**config.mk**
```make
export PLATFORM = sky130hd
export DESIGN_NAME = pipeline_ctrl
export DESIGN_NICKNAME = d
export VERILOG_FILES = /design/src/rtl/pipeline_ctrl.sv
export SDC_FILE = /design/constraint.sdc
export NUM_CORES = 1
export LEC_CHECK = 0
export ABC_AREA = 1
export CAP_MARGIN = 10
export CORE_MARGIN = 2
export CORE_UTILIZATION = 30
export CTS_CLUSTER_DIAMETER = 200
export CTS_CLUSTER_SIZE = 25
export DETAILED_ROUTE_END_ITERATION = 8
export GPL_ROUTABILITY_DRIVEN = 0
export PLACE_DENSITY = 0.66
export SYNTH_ARGS = -nofsm -noshare
export SYNTH_HDL_FRONTEND = slang
export SYNTH_SLANG_ARGS = --single-unit
```
**constraint.sdc**
```tcl
create_clock -name clk -period 2.5 [get_ports clk]
set_input_delay 0.5 -clock clk [delete_from_list [all_inputs] [get_ports clk]]
set_output_delay 0.5 -clock clk [all_outputs]
set_load 0.01 [all_outputs]
```
**src/rtl/pipeline_ctrl.sv**
```systemverilog
// Hazard/sequencing controller for the 5-stage pipeline: forwarding selects, load-use and branch
// handling, and a RUN/MEM_WAIT FSM that freezes the pipeline during slow data-memory accesses.
// Optional macro PIPE_PERF_CNT_EN adds StallCycles/FlushCount performance counters.
module pipeline_ctrl #(
  parameter int REG_W       = 6,
  parameter int MEM_TIMEOUT = 16
) (
  input  logic             clk,
  input  logic             rst,
  input  logic [REG_W-1:0] Rs1D,
  input  logic [REG_W-1:0] Rs2D,
  input  logic [REG_W-1:0] Rs1E,
  input  logic [REG_W-1:0] Rs2E,
  input  logic [REG_W-1:0] RdE,
  input  logic [REG_W-1:0] RdM,
  input  logic [REG_W-1:0] RdW,
  input  logic             RegWriteM,
  input  logic             RegWriteW,
  input  logic [1:0]       ResultSrcE,
  input  logic             PCSrcE,
  input  logic             MemReqM,
  input  logic             MemAckM,
  output logic             StallF,
  output logic             StallD,
  output logic             StallE,
  output logic             StallM,
  output logic             FlushD,
  output logic             FlushE,
  output logic             FlushW,
  output logic [1:0]       ForwardAE,
  output logic [1:0]       ForwardBE,
  output logic             MemErr
`ifdef PIPE_PERF_CNT_EN
  ,
  output logic [31:0]      StallCycles,
  output logic [31:0]      FlushCount
`endif
);

  localparam int CNT_W = $clog2(MEM_TIMEOUT) + 1;
  localparam logic [CNT_W-1:0] CNT_LAST = CNT_W'(MEM_TIMEOUT - 1);

  typedef enum logic {RUN = 1'b0, MEM_WAIT = 1'b1} state_t;

  state_t           state, state_nxt;
  logic [CNT_W-1:0] cnt, cnt_nxt;
  logic             err_nxt;
  logic             hold;
  logic             lw_stall;
  logic [1:0]       fwd_a, fwd_b;

  always_comb begin
    fwd_a     = 2'b00;
    fwd_b     = 2'b00;
    hold      = 1'b0;
    state_nxt = state;
    cnt_nxt   = cnt;
    err_nxt   = MemErr;
    StallF    = 1'b0;
    StallD    = 1'b0;
    StallE    = 1'b0;
    StallM    = 1'b0;
    FlushD    = 1'b0;
    FlushE    = 1'b0;
    FlushW    = 1'b0;
    ForwardAE = 2'b00;
    ForwardBE = 2'b00;

    // The M stage holds the younger result, so it takes priority over W.
    if (RegWriteM && (RdM != '0) && (RdM == Rs1E))      fwd_a = 2'b10;
    else if (RegWriteW && (RdW != '0) && (RdW == Rs1E)) fwd_a = 2'b01;
    if (RegWriteM && (RdM != '0) && (RdM == Rs2E))      fwd_b = 2'b10;
    else if (RegWriteW && (RdW != '0) && (RdW == Rs2E)) fwd_b = 2'b01;

    lw_stall = (ResultSrcE == 2'b01) && (RdE != '0) && ((RdE == Rs1D) || (RdE == Rs2D));

    unique case (state)
      RUN: begin
        if (MemReqM && !MemAckM) begin
          hold      = 1'b1;
          state_nxt = MEM_WAIT;
          cnt_nxt   = CNT_W'(1);
        end
      end
      MEM_WAIT: begin
        if (MemAckM) begin
          state_nxt = RUN;
          cnt_nxt   = '0;
        end else begin
          hold = 1'b1;
          if (cnt == CNT_LAST) begin
            err_nxt   = 1'b1;
            state_nxt = RUN;
            cnt_nxt   = '0;
          end else begin
            cnt_nxt = cnt + CNT_W'(1);
          end
        end
      end
      default: state_nxt = RUN;
    endcase

    if (rst) begin
      FlushD = 1'b1;
      FlushE = 1'b1;
      FlushW = 1'b1;
    end else begin
      ForwardAE = fwd_a;
      ForwardBE = fwd_b;
      if (hold) begin
        // Whole pipe frozen; branch and load-use re-evaluate once the access completes.
        StallF = 1'b1;
        StallD = 1'b1;
        StallE = 1'b1;
        StallM = 1'b1;
        FlushW = 1'b1;
      end else begin
        StallF = lw_stall && !PCSrcE;
        StallD = lw_stall && !PCSrcE;
        FlushE = lw_stall || PCSrcE;
        FlushD = PCSrcE;
      end
    end
  end

  // State register
  always_ff @(posedge clk) begin
    if (rst) begin
      state  <= RUN;
      cnt    <= '0;
      MemErr <= 1'b0;
    end else begin
      state  <= state_nxt;
      cnt    <= cnt_nxt;
      MemErr <= err_nxt;
    end
  end

`ifdef PIPE_PERF_CNT_EN
  always_ff @(posedge clk) begin
    if (rst) begin
      StallCycles <= '0;
      FlushCount  <= '0;
    end else begin
      if (StallF)           StallCycles <= StallCycles + 32'd1;
      if (FlushD || FlushE) FlushCount  <= FlushCount + 32'd1;
    end
  end
`endif

endmodule

```
==> Flow_metrics.wiki <==
{| class="wikitable"
! Metric !! Value
|-
| Met3 wire length || roughly 180 µm
|-
| CTS tree || built
|-
| Hold Path Origin || cnt[4]
|-
| Number of synthesized register bits || 7
|-
| Number of remaining DRC errors || 0
|-
| Library cells used by synthesis || 30
|-
| WS Path Type || in -> out
|-
| Worst vdd rail ir drop || approximately 0.11 mV
|-
| Part of the Yosys area used for sequential elements || 0.1279
|-
| Cells after synthesis || 208
|-
| Fraction of registers with async set/reset || 0
|-
| Clock root buffer master || clkbuf_4
|-
| WL per Instance || 9.846 µm
|-
| Tot Pwr || roughly 0.00046 W
|-
| Starting density of the core || 0.3209
|-
| Die Y-Extent || around 64 µm
|-
| Number of nets produced by synthesis || between 200 and 300
|-
| Hold WC Path Type || reg -> reg
|-
| Avg Synthesized Cell Area || between 5 and 6 µm²
|-
| Final critical-path required period || between 2000 and 2500 ps
|-
| Post-Route M1 WL || 1.444 mm
|-
| Area overhead of the layout relative to synthesis || 73.40%
|-
| Critical path required time || ~2000 ps
|-
| ANT nets after route || 0
|-
| FP Rows || 21
|-
| Final nets || approximately 340
|-
| Number of buffers inserted by post-CTS setup repair || 0
|-
| Clock slew seen by the registers of the worst setup and hold paths || about 50 ps
|-
| Critical Path Source || RdM[1]
|-
| Achievable clock frequency || between 400 and 500 MHz
|-
| Tightest Pin Transition || between 200 and 250 ps
|-
| Final count of negative-setup-slack endpoints || 0
|-
| Max-cap check violation count || 0
|-
| Number of synthesis warnings || 0
|-
| Number of H-tree levels || 1
|-
| Vias post-DR || ~1.4k
|-
| Share of cells above drive strength 1 || 0.1860
|-
| Violation count after the first detailed-route iteration || between 60 and 70
|-
| Total wire length || between 3 and 4 mm
|-
| Number of antenna cells inserted || 0
|-
| Arrival @ worst endpoint || between 1500 and 2000 ps
|-
| Clock network latency to the later pin of the worst-skew pair || around 250 ps
|-
| Post-synth top flop || dfxtp_1
|-
| Core Box Area || ~3400 µm²
|-
| Result of the run || finished clean
|-
| Startpoint Class || input port
|-
| Total I/O pin count || 63
|-
| First-pass GRT wire length || 5.547 mm
|-
| Pwr Density || 242.9 nW/µm²
|-
| Final hold violations || 0
|-
| Worst slew slack as a fraction of its limit || 0.8396
|-
| Highest layer used for signal routing || met3
|-
| Number of enable-type register cells in the synthesized netlist || 0
|-
| Num CTS Buffers || 3
|-
| Initial antenna violation count || 0
|-
| Number of global-route vias before repair || between 1k and 1.5k
|-
| Number of buffers inserted by port buffering || 62
|-
| Largest buffer count on any clock path || 2
|-
| Total of hold buffers inserted after clock tree synthesis || 0
|-
| Clock tree skew after final layout || ~4.5 ps
|-
| Start of the worst register-to-register path || cnt[1]
|-
| Sum of met2 wire segment lengths after detailed routing || ~1.6 mm
|-
| GRT Util Overall || 0.1648
|-
| Part of the cycle the worst path needs || 0.9566
|-
| Number of iterations in the first detailed-routing pass || 4
|-
| Combined area of all synthesized cells || about 1100 µm²
|-
| Horizontal die dimension || between 60 and 70 µm
|-
| Final Max Slew Viols || 0
|-
| Mean number of vias per cell || between 4 and 5
|-
| Sum Neg Setup Slack || 0 ps
|-
| Die footprint || slightly above 4000 µm²
|-
| Setup repair after global routing missed its margin || false
|-
| Clock sink count || 7
|-
| Cell leakage power || between 1 and 1.5 nW
|-
| Total overflow reported by the global router || 0
|-
| Pin count of the biggest net entering global routing || 8
|-
| Largest driver fanout on the critical path || 4
|-
| CP Capture Type || output port
|-
| HPWL reported at the end of detailed placement || 2.883 mm
|}
-- cell families (layout without fill, tap and decap cells) --
group | Yosys count | in the layout | share of synthesized area
flops | 7 | 7 | 0.1278
fa+ha+maj | 1 | 1 | 0.01141
buf+inv | 47 | 124 | 0.1758
compound gates | 23 | 23 | 0.1324
xor+xnor | 9 | 9 | 0.07192
simple gates | 121 | 121 | 0.4806
-- final timing paths --
check                           cells after the start  slack [ps]            to
worst max-delay path                                7         110  ForwardBE[0]
worst min-delay path                                2         440        cnt[4]
worst max register to register                      6        1330         state
worst min register to register                      2         440        cnt[4]
-- report_power, final --
part           switching, W  internal, W  total (W)
Sequential       0.00000152     0.000114   0.000116
Combinational      0.000109     0.000134   0.000243
Clock             0.0000420    0.0000609   0.000103
-- what timing repair did --
item | 4_1_cts | 5_1_grt
setup endpoints to repair | 10 | 11
pin swaps | 0 | 3
gates resized for setup | 9 | 18
-- metrics by stage --
step	utilization	hold WS (ps)	worst slack [ps]	area (µm²)	instances
after floorplan	-	420.6	764.7	1096	208
final	0.5564	444.2	108.5	1901	331
after global placement	0.5425	430.7	-241.9	1853	327
after global routing	0.5564	473.0	5.638	1901	331
after detailed placement	0.5425	434.7	-242.2	1853	327
after CTS	0.5480	446.8	5.068	1872	331
-- state kept, by name, summed over array words and instances, names as in the netlist --
| register | flops |
|---|---|
| cnt | 5 |
| MemErr | 1 |
| state | 1 |
-- placed cells by master, fill, tap and decap left out, types with 3 or more instances in the layout --
| cell type | count |
|---|---|
| a21oi_1 | 9 |
| a21oi_2 | 3 |
| buf_4 | 14 |
| clkbuf_2 | 3 |
| clkbuf_4 | 3 |
| clkdlybuf4s50_1 | 48 |
| dfxtp_1 | 7 |
| dlygate4sd2_1 | 5 |
| dlymetal6s2s_1 | 6 |
| inv_1 | 34 |
| inv_2 | 9 |
| nand2_1 | 67 |
| nand2_2 | 5 |
| nand3_1 | 10 |
| nand4_1 | 3 |
| nor2_1 | 19 |
| nor2_2 | 5 |
| nor3_1 | 3 |
| nor3_2 | 3 |
| xor2_1 | 9 |
-- area by class of cell --
class                           instances  area (µm²)
Multi-Input combinational cell        154       790.8
Sequential cell                         7       140.1
Clock buffer                            4       26.28
Inverter                               44       166.4
Tap cell                               46       57.56
Fill cell                             353        1515
Timing Repair Buffer                   76       719.4
-- layer usage --
layer  up-vias  track usage
li1        793            -
met1       614       0.2042
met5         -            0
met4         0      0.03723
met3         0      0.03993
met2        29       0.2878
-- critical path: stages --
cell	delay, ps
clkdlybuf4s50_1	450
or2_0	250
a21oi_2	140
nand3_2	120
nor2_2	120
nor2_1	40
dlygate4sd2_1	270
-- Yosys cell counts (2+ instances only) --
| library cell | count | area share |
|---|---|---|
| o21ai_0 | 2 | 0.0091 |
| o22ai_1 | 2 | 0.011 |
| a21oi_1 | 11 | 0.050 |
| nor3_1 | 5 | 0.023 |
| nor2_1 | 21 | 0.072 |
| nand2_2 | 5 | 0.029 |
| nor2_2 | 3 | 0.017 |
| inv_1 | 34 | 0.12 |
| xor2_1 | 9 | 0.072 |
| inv_2 | 9 | 0.031 |
| nand3_1 | 11 | 0.050 |
| dfxtp_1 | 7 | 0.13 |
| or2_2 | 2 | 0.011 |
| nand2_1 | 67 | 0.23 |
| nand4_1 | 3 | 0.017 |
| o211ai_1 | 2 | 0.014 |
| buf_4 | 2 | 0.014 |
Power figures use the tool's default switching activity.
